--- config.mk ---
export PLATFORM = sky130hd
export DESIGN_NAME = fft_peak_detector_flat
export DESIGN_NICKNAME = d
export VERILOG_FILES = /design/src/rtl/fft_pkg.sv /design/src/rtl/fft_peak_detector_if.sv /design/src/rtl/fft_mag_approx.sv /design/src/rtl/fft_peak_detector.sv /design/src/flat_wrapper.sv
export SDC_FILE = /design/constraint.sdc
export NUM_CORES = 1
export LEC_CHECK = 0
export BUFFER_PORTS_ARGS = -buffer_cell sky130_fd_sc_hd__buf_2
export CAP_MARGIN = 20
export CORE_ASPECT_RATIO = 0.9
export CORE_MARGIN = 8
export CORE_UTILIZATION = 61
export CTS_CLUSTER_DIAMETER = 30
export DETAILED_ROUTE_END_ITERATION = 6
export PLACE_DENSITY_LB_ADDON = 0.12
export SETUP_SLACK_MARGIN = 0.05
export SLEW_MARGIN = 5
export SYNTH_ARGS = -nofsm -noshare
export SYNTH_HDL_FRONTEND = slang
export SYNTH_HIERARCHICAL = 1
export SYNTH_SLANG_ARGS = --single-unit
--- constraint.sdc ---
create_clock -name clk -period 3.2 [get_ports clk]
set_input_delay 0.64 -clock clk [delete_from_list [all_inputs] [get_ports clk]]
set_output_delay 0.64 -clock clk [all_outputs]
set_load 0.02 [all_outputs]
--- src/rtl/fft_pkg.sv ---
// Shared constants and types for the FFT peak detector.
// Optional feature macro used across the slice: PEAK_GATE_EN (noise gate).
package fft_pkg;

  localparam int bit_width = 16;
  localparam int N         = 512;
  localparam int M         = 9;
  localparam int HALF_N    = N / 2;

  typedef logic [bit_width-1:0] mag_t;
  typedef logic [M-1:0]         bin_idx_t;

  // First bin outside the searched half-spectrum, and the last bin inside it.
  localparam bin_idx_t HALF_IDX = bin_idx_t'(HALF_N);
  localparam bin_idx_t LAST_BIN = bin_idx_t'(HALF_N - 1);

  typedef enum logic [1:0] {IDLE, SCAN, REPORT} peak_state_t;

  // Tag travelling alongside a RAM read so the bin index lines up with rd_data.
  typedef struct packed {
    logic     valid;
    bin_idx_t idx;
  } tag_t;

  // Absolute value of a two's-complement component as an unsigned magnitude;
  // the most negative input maps to 2^(bit_width-1) without saturation.
  function automatic mag_t abs_u(input logic signed [bit_width-1:0] x);
    return x[bit_width-1] ? mag_t'(-x) : mag_t'(x);
  endfunction

endpackage

--- src/rtl/fft_peak_detector_if.sv ---
// Readout stream and frame-result bundle between the FFT RAM side and the
// peak detector. PEAK_GATE_EN adds the min_mag threshold and no_signal flag.
interface fft_peak_detector_if;
  import fft_pkg::*;

  logic                   done;
  logic [2*bit_width-1:0] rd_data;
  logic                   peak_valid;
  bin_idx_t               peak_idx;
  mag_t                   peak_mag;
  logic                   busy;
`ifdef PEAK_GATE_EN
  mag_t                   min_mag;
  logic                   no_signal;
`endif

`ifdef PEAK_GATE_EN
  modport master (output done, rd_data, min_mag,
                  input  peak_valid, peak_idx, peak_mag, busy, no_signal);
  modport slave  (input  done, rd_data, min_mag,
                  output peak_valid, peak_idx, peak_mag, busy, no_signal);
`else
  modport master (output done, rd_data,
                  input  peak_valid, peak_idx, peak_mag, busy);
  modport slave  (input  done, rd_data,
                  output peak_valid, peak_idx, peak_mag, busy);
`endif

endinterface

--- src/rtl/fft_mag_approx.sv ---
// Alpha-max-plus-beta-min magnitude estimate: max(|re|,|im|) + min(|re|,|im|)/2.
// The result never exceeds 3*2^(bit_width-2), so it fits in bit_width bits.
module fft_mag_approx
  import fft_pkg::*;
(
  input  logic signed [bit_width-1:0] re,
  input  logic signed [bit_width-1:0] im,
  output mag_t                        mag
);

  mag_t a;
  mag_t b;

  // Pure combinational estimate of one bin's magnitude.
  always_comb begin
    a = abs_u(re);
    b = abs_u(im);
    if (a >= b) mag = a + (b >> 1);
    else        mag = b + (a >> 1);
  end

endmodule

--- src/rtl/fft_peak_detector.sv ---
// Scans bins 1..N/2-1 of one FFT readout frame and reports the largest bin.
// Optional noise gate: define PEAK_GATE_EN to add min_mag / no_signal.
module fft_peak_detector
  import fft_pkg::*;
#(
  parameter int RD_LAT = 1
) (
  input  logic                clk,
  input  logic                reset,
  fft_peak_detector_if.slave  bus
);

  peak_state_t             state_q, state_d;
  logic                    done_q, done_d;
  logic                    armed_q, armed_d;
  bin_idx_t                issue_cnt_q, issue_cnt_d;
  tag_t [RD_LAT-1:0]       tag_q, tag_d;
  mag_t                    best_mag_q, best_mag_d;
  bin_idx_t                best_idx_q, best_idx_d;
  logic                    peak_valid_q, peak_valid_d;
  bin_idx_t                peak_idx_q, peak_idx_d;
  mag_t                    peak_mag_q, peak_mag_d;
  logic                    busy_q, busy_d;
`ifdef PEAK_GATE_EN
  logic                    no_signal_q, no_signal_d;
`endif

  tag_t  new_tag;
  tag_t  acc_tag;
  logic  flush;
  logic  rise;
  logic  better;
  logic  last_bin;
  mag_t  mag;

  fft_mag_approx u_mag (
    .re  (bus.rd_data[2*bit_width-1:bit_width]),
    .im  (bus.rd_data[bit_width-1:0]),
    .mag (mag)
  );

  // armed_q blocks a done level that is already high out of reset from
  // looking like a fresh rising edge.
  assign rise     = bus.done & ~done_q & armed_q;
  assign acc_tag  = tag_q[RD_LAT-1];
  assign better   = acc_tag.valid && (acc_tag.idx != '0) &&
                    (acc_tag.idx <= LAST_BIN) && (mag > best_mag_q);
  assign last_bin = acc_tag.valid && (acc_tag.idx == LAST_BIN);

  // Next-state logic for the IDLE -> SCAN -> REPORT frame sequence.
  always_comb begin
    // NOTE: every *_d gets a default before the case so no path leaves a
    // combinational output unassigned, which would otherwise infer a latch.
    state_d      = state_q;
    done_d       = bus.done;
    armed_d      = armed_q | ~bus.done;
    issue_cnt_d  = issue_cnt_q;
    best_mag_d   = best_mag_q;
    best_idx_d   = best_idx_q;
    peak_valid_d = 1'b0;
    peak_idx_d   = peak_idx_q;
    peak_mag_d   = peak_mag_q;
`ifdef PEAK_GATE_EN
    no_signal_d  = no_signal_q;
`endif
    new_tag      = '0;
    flush        = 1'b0;

    unique case (state_q)
      IDLE: begin
        if (rise) begin
          // The rising-edge cycle itself addresses bin 0.
          state_d     = SCAN;
          issue_cnt_d = bin_idx_t'(1);
          best_mag_d  = '0;
          best_idx_d  = '0;
          new_tag     = '{valid: 1'b1, idx: '0};
        end
      end

      SCAN: begin
        // Only the lower half is tagged; later addresses are never compared.
        if (bus.done && (issue_cnt_q < HALF_IDX)) begin
          new_tag     = '{valid: 1'b1, idx: issue_cnt_q};
          issue_cnt_d = issue_cnt_q + 1'b1;
        end
        if (better) begin
          best_mag_d = mag;
          best_idx_d = acc_tag.idx;
        end
        if (last_bin) begin
          state_d      = REPORT;
          peak_valid_d = 1'b1;
          peak_idx_d   = best_idx_d;
          peak_mag_d   = best_mag_d;
`ifdef PEAK_GATE_EN
          if (best_mag_d < bus.min_mag) begin
            no_signal_d = 1'b1;
            peak_idx_d  = '0;
          end else begin
            no_signal_d = 1'b0;
          end
`endif
        end else if (!bus.done) begin
          // Frame cut short: drop in-flight reads and keep the last result.
          state_d = IDLE;
          flush   = 1'b1;
        end
      end

      REPORT: state_d = IDLE;

      default: state_d = IDLE;
    endcase

    tag_d    = '0;
    tag_d[0] = new_tag;
    for (int i = 1; i < RD_LAT; i++) tag_d[i] = tag_q[i-1];
    if (flush) tag_d = '0;

    busy_d = (state_d == SCAN);
  end

  // State, pipeline tags and registered outputs.
  always_ff @(posedge clk or negedge reset) begin
    if (!reset) begin
      state_q      <= IDLE;
      done_q       <= 1'b0;
      armed_q      <= 1'b0;
      issue_cnt_q  <= '0;
      // NOTE: the tag pipeline is reset because a stale valid tag after
      // reset would be accepted as a real bin.
      tag_q        <= '0;
      best_mag_q   <= '0;
      best_idx_q   <= '0;
      peak_valid_q <= 1'b0;
      peak_idx_q   <= '0;
      peak_mag_q   <= '0;
      busy_q       <= 1'b0;
`ifdef PEAK_GATE_EN
      no_signal_q  <= 1'b0;
`endif
    end else begin
      // NOTE: non-blocking assignments so every flop samples the values
      // from before this edge, independent of statement order.
      state_q      <= state_d;
      done_q       <= done_d;
      armed_q      <= armed_d;
      issue_cnt_q  <= issue_cnt_d;
      tag_q        <= tag_d;
      best_mag_q   <= best_mag_d;
      best_idx_q   <= best_idx_d;
      peak_valid_q <= peak_valid_d;
      peak_idx_q   <= peak_idx_d;
      peak_mag_q   <= peak_mag_d;
      busy_q       <= busy_d;
`ifdef PEAK_GATE_EN
      no_signal_q  <= no_signal_d;
`endif
    end
  end

  assign bus.peak_valid = peak_valid_q;
  assign bus.peak_idx   = peak_idx_q;
  assign bus.peak_mag   = peak_mag_q;
  assign bus.busy       = busy_q;
`ifdef PEAK_GATE_EN
  assign bus.no_signal  = no_signal_q;
`endif

endmodule

--- src/flat_wrapper.sv ---
// flat-port wrapper written by rule: the top's interface ports become plain ports
module fft_peak_detector_flat import fft_pkg::*;
#(
  parameter int RD_LAT = 1
)
  (clk, reset, bus_done, bus_rd_data, bus_peak_valid, bus_peak_idx, bus_peak_mag, bus_busy);
  fft_peak_detector_if bus_i ();
  input  logic clk;
  input  logic reset;
  input wire logic [$bits(bus_i.done)-1:0] bus_done;
  input wire logic [$bits(bus_i.rd_data)-1:0] bus_rd_data;
  output wire logic [$bits(bus_i.peak_valid)-1:0] bus_peak_valid;
  output wire logic [$bits(bus_i.peak_idx)-1:0] bus_peak_idx;
  output wire logic [$bits(bus_i.peak_mag)-1:0] bus_peak_mag;
  output wire logic [$bits(bus_i.busy)-1:0] bus_busy;
  assign bus_i.done = bus_done;
  assign bus_i.rd_data = bus_rd_data;
  assign bus_peak_valid = bus_i.peak_valid;
  assign bus_peak_idx = bus_i.peak_idx;
  assign bus_peak_mag = bus_i.peak_mag;
  assign bus_busy = bus_i.busy;
  fft_peak_detector #(.RD_LAT(RD_LAT)) u_core (.clk(clk), .reset(reset), .bus(bus_i));
endmodule
# After elaboration in Yosys (flattened, before gate mapping)
# Index checks and enable logic that the tools add are counted.
# word_totals
mem_count	0
input_bits	35
romBits	0
register_bits	75
latchBits	0
mem_bits_rw	0
# op_classes
multipliers	0
bitwise	5
div	0
shifts	0
n_mux	25
n_addsub	5
order_cmp	4
reduce_logical	11
n_eq_ne	5
# ops
operator	count
$mux 16	5
$mux 9	4
$pmux 9 s2	2
$add 16x15->16	2
$neg 16->16	2
$pmux 16 s2	1
$mux 10	3
$pmux 10 s2	1
$ge 16x16->1	1
$gt 16x16->1	1
$add 9x1->9 const B	1
$eq 9x8->1 const B	1
$le 9x8->1 const B	1
$lt 9x9->1 const B	1
$reduce_bool 9->1	1
$mux 2	3
$logic_and 1x1->1	5
$mux 1	5
$eq 2x1->1 const B	2
$ne 2x1->1 const B	2
$pmux 2 s2	1
$reduce_and 2->1	2
$reduce_and 3->1	1
$and 1x1->1	2
other kinds (4)	5

# Longest topological paths before layout
# Gate-level depths: netlist (run 1).
# depth
depth_word	8
ltp_mapped	25

# Hierarchy
# The synthesis (run 1) kept the hierarchy.
# modules_own_cells
module	seq_area_each_um2	instances	cells_per_inst	area_per_inst_um2
fft_peak_detector	1876.8	1	347	3558.4
fft_mag_approx	0.0	1	348	2567.5

# Least setup slack after synthesis (run 1)
# No wires, ideal clock.
# synth_timing
kind	input port to flip-flop
start	in bus_rd_data[23]
end	reg u_core.best_mag_q[11]
required_ns	3.104
t_arrival_ns	5.643
slack_ns	-2.539
cell_stages	22
path_buffers	3
setup_ns	0.096
cell_sequence	or4_4 or4_4 or2_2 o21ai_0 xnor2_1 ha_1 a21o_1 a21oi_1 nand2b_1 a21oi_1 a21o_1 clkbuf_1 a21oi_1 ha_1 nand4_2 or4_4 a21o_1 a31oi_4 buf_6 buf_2 nand3_1 o31ai_1
# synth_via
elab_chain_cells	8
elab_cells_between_ends	10
cone_classes	3 x add/sub; 2 x order compare; 4 x mux; 1 x reduce/logical
# synth_rtl
element	line	text
from (decl)	flat_wrapper.sv:11	input wire logic [$bits(bus_i.rd_data)-1:0] bus_rd_data;
$neg 16->16	fft_pkg.sv:28	return x[bit_width-1] ? mag_t'(-x) : mag_t'(x);
$mux 16 *	fft_pkg.sv:28	
$add 16x15->16, or another cell as far along	fft_mag_approx.sv:19	else mag = b + (a >> 1);
$mux 16 *	fft_mag_approx.sv:18	if (a >= b) mag = a + (b >> 1);
via u_core.mag[14]	fft_peak_detector.sv:34	mag_t mag;
$gt 16x16->1 *	fft_peak_detector.sv:47	(acc_tag.idx <= LAST_BIN) && (mag > best_mag_q);
$logic_and 1x1->1 *	fft_peak_detector.sv:47	
$mux 16 *	fft_peak_detector.sv:87	if (better) begin
$pmux 16 s2 *	fft_peak_detector.sv:69	unique case (state_q)
to (signal assigned)	fft_peak_detector.sv:151	best_mag_q <= best_mag_d;
to (decl)	fft_peak_detector.sv:18	mag_t best_mag_q, best_mag_d;
# Mark *: on every way through the listed nets, which the timed path passes. The rest lies on a longest branch.
# A chain may end at the register's enable or synchronous reset.

# Final worst setup path (run 1)
# layout_timing
start	in bus_rd_data[19]
end	reg u_core.peak_mag_q[5] (netlist: u_core/bus.peak_mag[5])
# layout_via
elab_chain_cells	7
elab_cells_between_ends	9
cone_classes	3 x add/sub; 2 x order compare; 3 x mux; 1 x reduce/logical
# layout_rtl
element	line	text
$neg 16->16	fft_pkg.sv:28	
$mux 16 *	fft_pkg.sv:28	
$add 16x15->16, or another cell as far along	fft_mag_approx.sv:19	
$mux 16 *	fft_mag_approx.sv:18	
via u_core.mag[12]	fft_peak_detector.sv:34	
$gt 16x16->1 *	fft_peak_detector.sv:47	
$logic_and 1x1->1 *	fft_peak_detector.sv:47	
$mux 16 *	fft_peak_detector.sv:87	
to (signal assigned)	fft_peak_detector.sv:155	peak_mag_q <= peak_mag_d;
to (decl)	fft_peak_detector.sv:22	mag_t peak_mag_q, peak_mag_d;
# Marks and branches as above.

==> out/summary.txt, run 1 <==
Worst-Margin Slew -> 1.09 ns
drt wl/cell -> 29.5 um
drt via density -> 7.32
# rows -> 34
CTS max path bufs -> 2
worst endpoint data arrival time -> 7.28 ns
Max Freq -> 142 MHz
R2R depth -> 12
DIE HEIGHT -> 111 um
register bit total from synthesis -> 75
CTS tree -> built
top post-synthesis cells by count -> 75 x dfrtp_1, 61 x ha_1, 54 x a21oi_1, 54 x inv_1, 53 x nor2_1
Hold Path Class -> flip-flop to flip-flop
number of DRC markers in iteration 0 -> 1418
status -> finished with violations
fin crit period -> 7.06 ns
largest cells by area after synthesis -> dfrtp_1 31%, ha_1 12%, xnor2_1 5.6%
vias in the first global route -> 7152
count leader, synth -> dfrtp_1
FF+latch area -> 1880 sq um
main combinational cell family by area after synthesis -> compound AO/OA/AOI/OAI gates
hold_sp -> u_core/armed_q
mapped cell area -> 6130 sq um
Hold Path End -> u_core/armed_q
clock slew at the register clock pins of the worst setup and hold paths -> 0.09 ns
Starting Density -> 62.9%
Crit Reg-Reg Endpoint -> u_core/bus.peak_mag[5]
Hold Crit Depth -> 1
sequential area share after synthesis -> 30.6%
overall power -> 4.94 mW
first-pass GRT wire length -> 36700 um
Startpoint Class -> input port
number of flops mapped to enable cells by yosys -> 0
Leak -> 4.03 nW
count of cell types in the netlist -> 69
Port Buffers -> 61
CP Class -> input port to flip-flop
critical path peak fanout -> 8
Post-synth ARST share -> 100%
I/O pin count -> 62
filler cell count -> 289
xor and xnor area share after synthesis -> 9.21%
ys flop type -> dfrtp_1
core footprint -> 9740 sq um
peak supply drop -> 0.000603 V
latest clock arrival within the worst-skew pair -> 0.38 ns
setup ws final -> -3.86 ns
Tcrit/Tclk final -> 221%
final net count -> 1033
YS warnings -> 6
r2r setup slk -> -0.33 ns
Synth Area in Compound Gates -> 19.4%
residual overflow from global routing -> 0
Reg2Reg Launch Point -> u_core/best_mag_q[13]
die footprint -> 13500 sq um
H-tree levels -> 3
total global-route track usage -> 34.2%
total wire length -> 31400 um
detailed placement HPWL -> 12900 um
initial antenna violation count -> 5
TritonRoute pass-1 iters -> 7
RSZ-0062 raised after global routing -> true
final setup fails -> 50
largest net degree at the start of global routing -> 76
post-synthesis adder-cell area fraction -> 13.3%
Hold Vio Cnt, Final -> 0
post-synthesis simple-gate area fraction -> 17.2%
layout cells sized above 1 -> 43.5%
die span in x -> 122 um
placed cell count -> 1019
final setup skew -> 0.0231 ns
ANT nets after route -> 0
Root Driver -> clkbuf_8
Power Density -> 544 nW/um^2
Mapped Nets -> 793
Yosys top cell by area -> dfrtp_1
Max Cap Violations -> 0
DR vias -> 7805
clk sinks -> 75
Synth top area share -> 30.6%
Slew headroom -> 26.9%
Non-Filler Instances -> 1066
DP Worst Slack -> -2.73 ns
Slew Limit Fails -> 0
Crit. End Element -> flip-flop
failing checks -> setup timing
Num CTS Buffers -> 9
required time of the critical path -> 3.43 ns
Avg Synthesized Cell Area -> 8.81 sq um
portion of netlist area occupied by mux cells -> 4.62%
P&R area growth vs syn -> 48.1%
GPL Wtd Cong -> 0.906
Synth Instances -> 695
area of the multi-input gates -> 4610 sq um
Inserted Diodes -> 0
DRC violation count after routing -> 0
-- what timing repair did --
action                     CTS  global route
cloned                       4             1
resized for setup           80            63
pin swaps                   59            38
hold buffers                 0             0
setup buffers               13            13
setup endpoints to repair   50            50
-- cells by family after synthesis --
group	count (synthesis)
other cells	1
fa+ha+maj	64
flops	75
simple gates	210
compound gates	175
buf+inv	81
mux	28
xor+xnor	61
-- sequential cells by signal (all words and copies together), names as in the netlist --
name and flops:
u_core/acc_tag 10, u_core/bus.peak_idx 9, u_core/best_idx_q 9, u_core/bus.peak_valid 1
u_core/armed_q 1, u_core/state_q 2, u_core/issue_cnt_q 9, u_core/best_mag_q 16
u_core/bus.peak_mag 16, u_core/bus.busy 1, u_core/done_q 1
-- critical path: stages --
cell,delay (ns)
buf_2,0.12
or3_1,0.41
or2_4,0.30
o31ai_4,0.30
xnor2_2,0.20
ha_4,0.26
or2_2,0.32
buf_4,0.16
a21oi_4,0.16
a211oi_2,0.09
o41ai_2,0.58
o21ba_1,0.20
xor2_1,0.62
o21ai_2,0.16
ha_1,0.37
nand4_4,0.11
buf_4,0.17
nor3_1,0.88
nor3_1,0.11
buf_4,0.19
a31oi_4,0.18
buf_12,0.17
buf_12,0.16
mux2i_1,0.27
a21oi_1,0.12
-- metal layers --
metal	global-route usage (%)	vias up	share of wire, %
li1	-	2940	-
met1	39.3	3533	31
met2	55.1	925	42
met3	8.86	399	16
met4	22.3	8	11
met5	0	-	0.23
-- worst max path at each step --
stage,startpoint,end,slack (ns)
3_5_place_dp,bus_rd_data[22],u_core/bus.peak_mag[14],-2.73
5_1_grt,bus_rd_data[19],u_core/bus.peak_mag[5],-3.67
3_3_place_gp,bus_rd_data[22],u_core/bus.peak_idx[6],-2.60
6_report,bus_rd_data[19],u_core/bus.peak_mag[5],-3.86
2_1_floorplan,bus_rd_data[22],u_core/best_mag_q[10],-2.25
4_1_cts,bus_rd_data[22],u_core/bus.peak_idx[4],-2.22
-- cell usage in the layout (no fill, tap or decap), types with 9 or more instances in the layout --
master,synthesis,layout
buf_4,3,178
dfrtp_1,75,75
buf_2,4,60
ha_1,61,52
inv_1,54,51
nor2_1,53,50
nand2_1,48,48
a21oi_1,54,36
xnor2_1,39,35
nand3_1,36,32
o21ai_2,1,20
o21ai_0,34,18
a21oi_2,2,18
xor2_1,18,18
mux2i_1,26,16
o31ai_2,2,12
nor3_1,14,11
and2_1,12,11
a21o_1,11,11
clkbuf_8,0,9
nand2b_1,9,9
ha_4,0,9
-- per-stage QoR --
step	instance area [sq um]	hold WS, ns	TNS, ns	util (%)
finish	9070	0.468	-187.14	93.1
global route	9070	0.464	-174.42	93.1
CTS	8660	0.465	-109.07	88.9
detailed placement	7800	0.448	-132.42	80.0
global placement	7800	0.443	-128.25	80.0
floorplan	6210	0.344	-110.88	-
-- power by group --
| part | switching [mW] | internal, mW |
|---|---|---|
| logic | 1.69 | 1.29 |
| registers | 0.0376 | 0.980 |
| clock network | 0.419 | 0.517 |
| total | 2.15 | 2.78 |
-- cell type report --
type	instances	area share (%)
flip-flops and latches	75	20.7
repair buffers	255	21.8
clock buffers	9	1.37
multi-input cells	539	50.8
well taps	126	1.74
clock inverters	7	1.28
inverters	55	2.28
(Power assumes the default switching activity.)
==> run 2: changes to the inputs <==
--- a/config.mk
+++ b/config.mk
@@ -11,9 +11,10 @@
 export CORE_MARGIN = 8
 export CORE_UTILIZATION = 61
 export CTS_CLUSTER_DIAMETER = 30
+export CTS_CLUSTER_SIZE = 16
 export DETAILED_ROUTE_END_ITERATION = 6
 export PLACE_DENSITY_LB_ADDON = 0.12
-export SETUP_SLACK_MARGIN = 0.05
+export SETUP_SLACK_MARGIN = 0.5
 export SLEW_MARGIN = 5
 export SYNTH_ARGS = -nofsm -noshare
 export SYNTH_HDL_FRONTEND = slang
==> run 2 against run 1 <==
  * Highest routed layer unchanged
  * Register-to-register slack improved by 0.05 ns
  * Clock-buffer cell count did not move
  * Sequential share of layout area barely moved
  * Routed wire length rose by 0.18%
  * Non-clock buffer count did not move
  * The run still ends with setup timing left
  * Clock power fell by 0.9%
  * Worst hold slack improved by 0.0020 ns
==> out/summary.txt, run 2 (synthesized netlist as in run 1, its figures left out) <==
worst endpoint data arrival time -> 7.22 ns (was 7.28 ns)
CTS Hold Bufs -> 0 (unchanged)
Startpoint Class -> input port (unchanged)
Leak -> 4.03 nW (unchanged)
Slew Limit Fails -> 0 (unchanged)
RSZ-0062 raised after global routing -> true (unchanged)
Tcrit/Tclk final -> 219% (was 221%)
Port Buffers -> 61 (unchanged)
required time of the critical path -> 3.42 ns (was 3.43 ns)
first-pass GRT wire length -> 36700 um (unchanged)
Slew headroom -> 30.9% (was 26.9%)
placed cell count -> 1019 (unchanged)
clk sinks -> 75 (unchanged)
TritonRoute pass-1 iters -> 7 (unchanged)
# rows -> 34 (unchanged)
number of DRC markers in iteration 0 -> 1352 (was 1418)
Worst-Margin Slew -> 1.03 ns (was 1.09 ns)
Non-Filler Instances -> 1067 (was 1066)
ANT nets after route -> 0 (unchanged)
core footprint -> 9740 sq um (unchanged)
Hold Vio Cnt, Final -> 0 (unchanged)
H-tree levels -> 3 (unchanged)
latest clock arrival within the worst-skew pair -> 0.37 ns (was 0.38 ns)
critical path peak fanout -> 8 (unchanged)
Crit. End Element -> flip-flop (unchanged)
Starting Density -> 62.9% (unchanged)
commonest non-fill, non-tap cell in the layout -> buf_4 (unchanged)
drt via density -> 7.33 (was 7.32)
die footprint -> 13500 sq um (unchanged)
setup TNS -> -184.83 ns (was -187.14 ns)
setup ws final -> -3.80 ns (was -3.86 ns)
Hold Path Class -> flip-flop to flip-flop (unchanged)
layout cells sized above 1 -> 43.5% (unchanged)
vias in the first global route -> 7152 (unchanged)
peak supply drop -> 0.000607 V (was 0.000603 V)
Core Util, Final -> 93.1% (about the same)
met3 Track Usage GR -> 8.86% (unchanged)
fin crit period -> 7.00 ns (was 7.06 ns)
Max Cap Violations -> 0 (unchanged)
Root Driver -> clkbuf_8 (unchanged)
total wire length -> 31500 um (was 31400 um)
largest net degree at the start of global routing -> 76 (unchanged)
M1 GR Usage -> 39.3% (unchanged)
Placement Cell Area -> 7800 sq um (unchanged)
grt met2 use -> 55.1% (unchanged)
die span in x -> 122 um (unchanged)
DIE HEIGHT -> 111 um (unchanged)
CTS max path bufs -> 2 (unchanged)
commonest cells after routing, fill and taps aside -> 178 x buf_4, 75 x dfrtp_1, 60 x buf_2, 52 x ha_1, 51 x inv_1 (unchanged)
Power Density -> 541 nW/um^2 (was 544 nW/um^2)
GPL Wtd Cong -> 0.906 (unchanged)
layer with the highest usage -> met2 (unchanged)
CTS tree -> built (unchanged)
DRC violation count after routing -> 0 (unchanged)
total global-route track usage -> 34.2% (unchanged)
DP Worst Slack -> -2.73 ns (unchanged)
CP Class -> input port to flip-flop (unchanged)
detailed placement HPWL -> 12900 um (unchanged)
Post-Layout Inst Area -> 9070 sq um (about the same)
final net count -> 1033 (unchanged)
failing checks -> setup timing (unchanged)
Num CTS Buffers -> 9 (unchanged)
residual overflow from global routing -> 0 (unchanged)
final setup fails -> 50 (unchanged)
I/O pin count -> 62 (unchanged)
status -> finished with violations (unchanged)
drt wl/cell -> 29.5 um (about the same)
initial antenna violation count -> 5 (unchanged)
Max Freq -> 143 MHz (was 142 MHz)
DR vias -> 7819 (was 7805)
final setup skew -> 0.0163 ns (was 0.0231 ns)
P&R area growth vs syn -> 48.1% (about the same)
clock slew at the register clock pins of the worst setup and hold paths -> 0.08 ns (was 0.09 ns)
[run 2: changes by cell type in the layout (fill, tap and decap cells not counted), sizes merged]
cell   change
diode      +1
[run 2: final cells by class]
cell class              count  area, sq um
multi-input cells         539         4610
repair buffers            255         1980
flip-flops and latches     75         1880
fillers                   288          668
inverters                  55          206
well taps                 126          158
clock buffers               9          124
clock inverters             7          116
diodes                      1         2.50
[run 2: through the flow]
stage,power (mW),hold slack (ns)
after global placement,2.88,0.443
after detailed placement,2.96,0.448
after CTS,4.06,0.465
after floorplan,2.14,0.344
final,4.91,0.470
after global routing,5.05,0.464
[run 2: per-layer routing]
metal	share of wire (%)	wire length, um
met5	0.28	89
met4	11	3460
met3	15	4760
met2	42	13200
met1	32	9990
[run 2: worst max-delay path: stages]
cell and delay [ns]:
buf_2 0.11, or3_1 0.42, or2_4 0.30, o31ai_4 0.30, xnor2_2 0.19, ha_4 0.26, or2_2 0.32, buf_4 0.16
a21oi_4 0.16, a211oi_2 0.09, o41ai_2 0.57, o21ba_1 0.19, xor2_1 0.64, o21ai_2 0.16, ha_1 0.37, nand4_4 0.11
buf_4 0.17, nor3_1 0.83, nor3_1 0.11, buf_4 0.19, a31oi_4 0.17, buf_12 0.17, buf_12 0.15, mux2i_1 0.26
a21oi_1 0.12
[run 2: repair_timing]
action | in CTS | in global routing
resized for setup | 80 | 63
setup endpoints to repair | 50 | 50
buffers inserted | 13 | 13
pin swaps | 59 | 38
gates cloned | 4 | 1
[run 2: path summary, 6_finish.rpt]
path	from	to	slack [ns]	cells past startpoint
worst max-delay path	bus_rd_data[19]	u_core/bus.peak_mag[5]	-3.80	25
worst min-delay path	u_core/armed_q	u_core/armed_q	0.47	1
worst max register to register	u_core/best_mag_q[13]	u_core/bus.peak_mag[5]	-0.28	12
worst min register to register	u_core/armed_q	u_core/armed_q	0.47	1
max in group asynchronous	reset	u_core/bus.peak_mag[2]	2.03	2
min in group asynchronous	reset	u_core/best_mag_q[10]	0.51	2
[run 2: power by group]
| part | switching, mW | internal [mW] |
|---|---|---|
| registers | 0.0381 | 0.980 |
| clock network | 0.411 | 0.517 |
| logic | 1.68 | 1.29 |
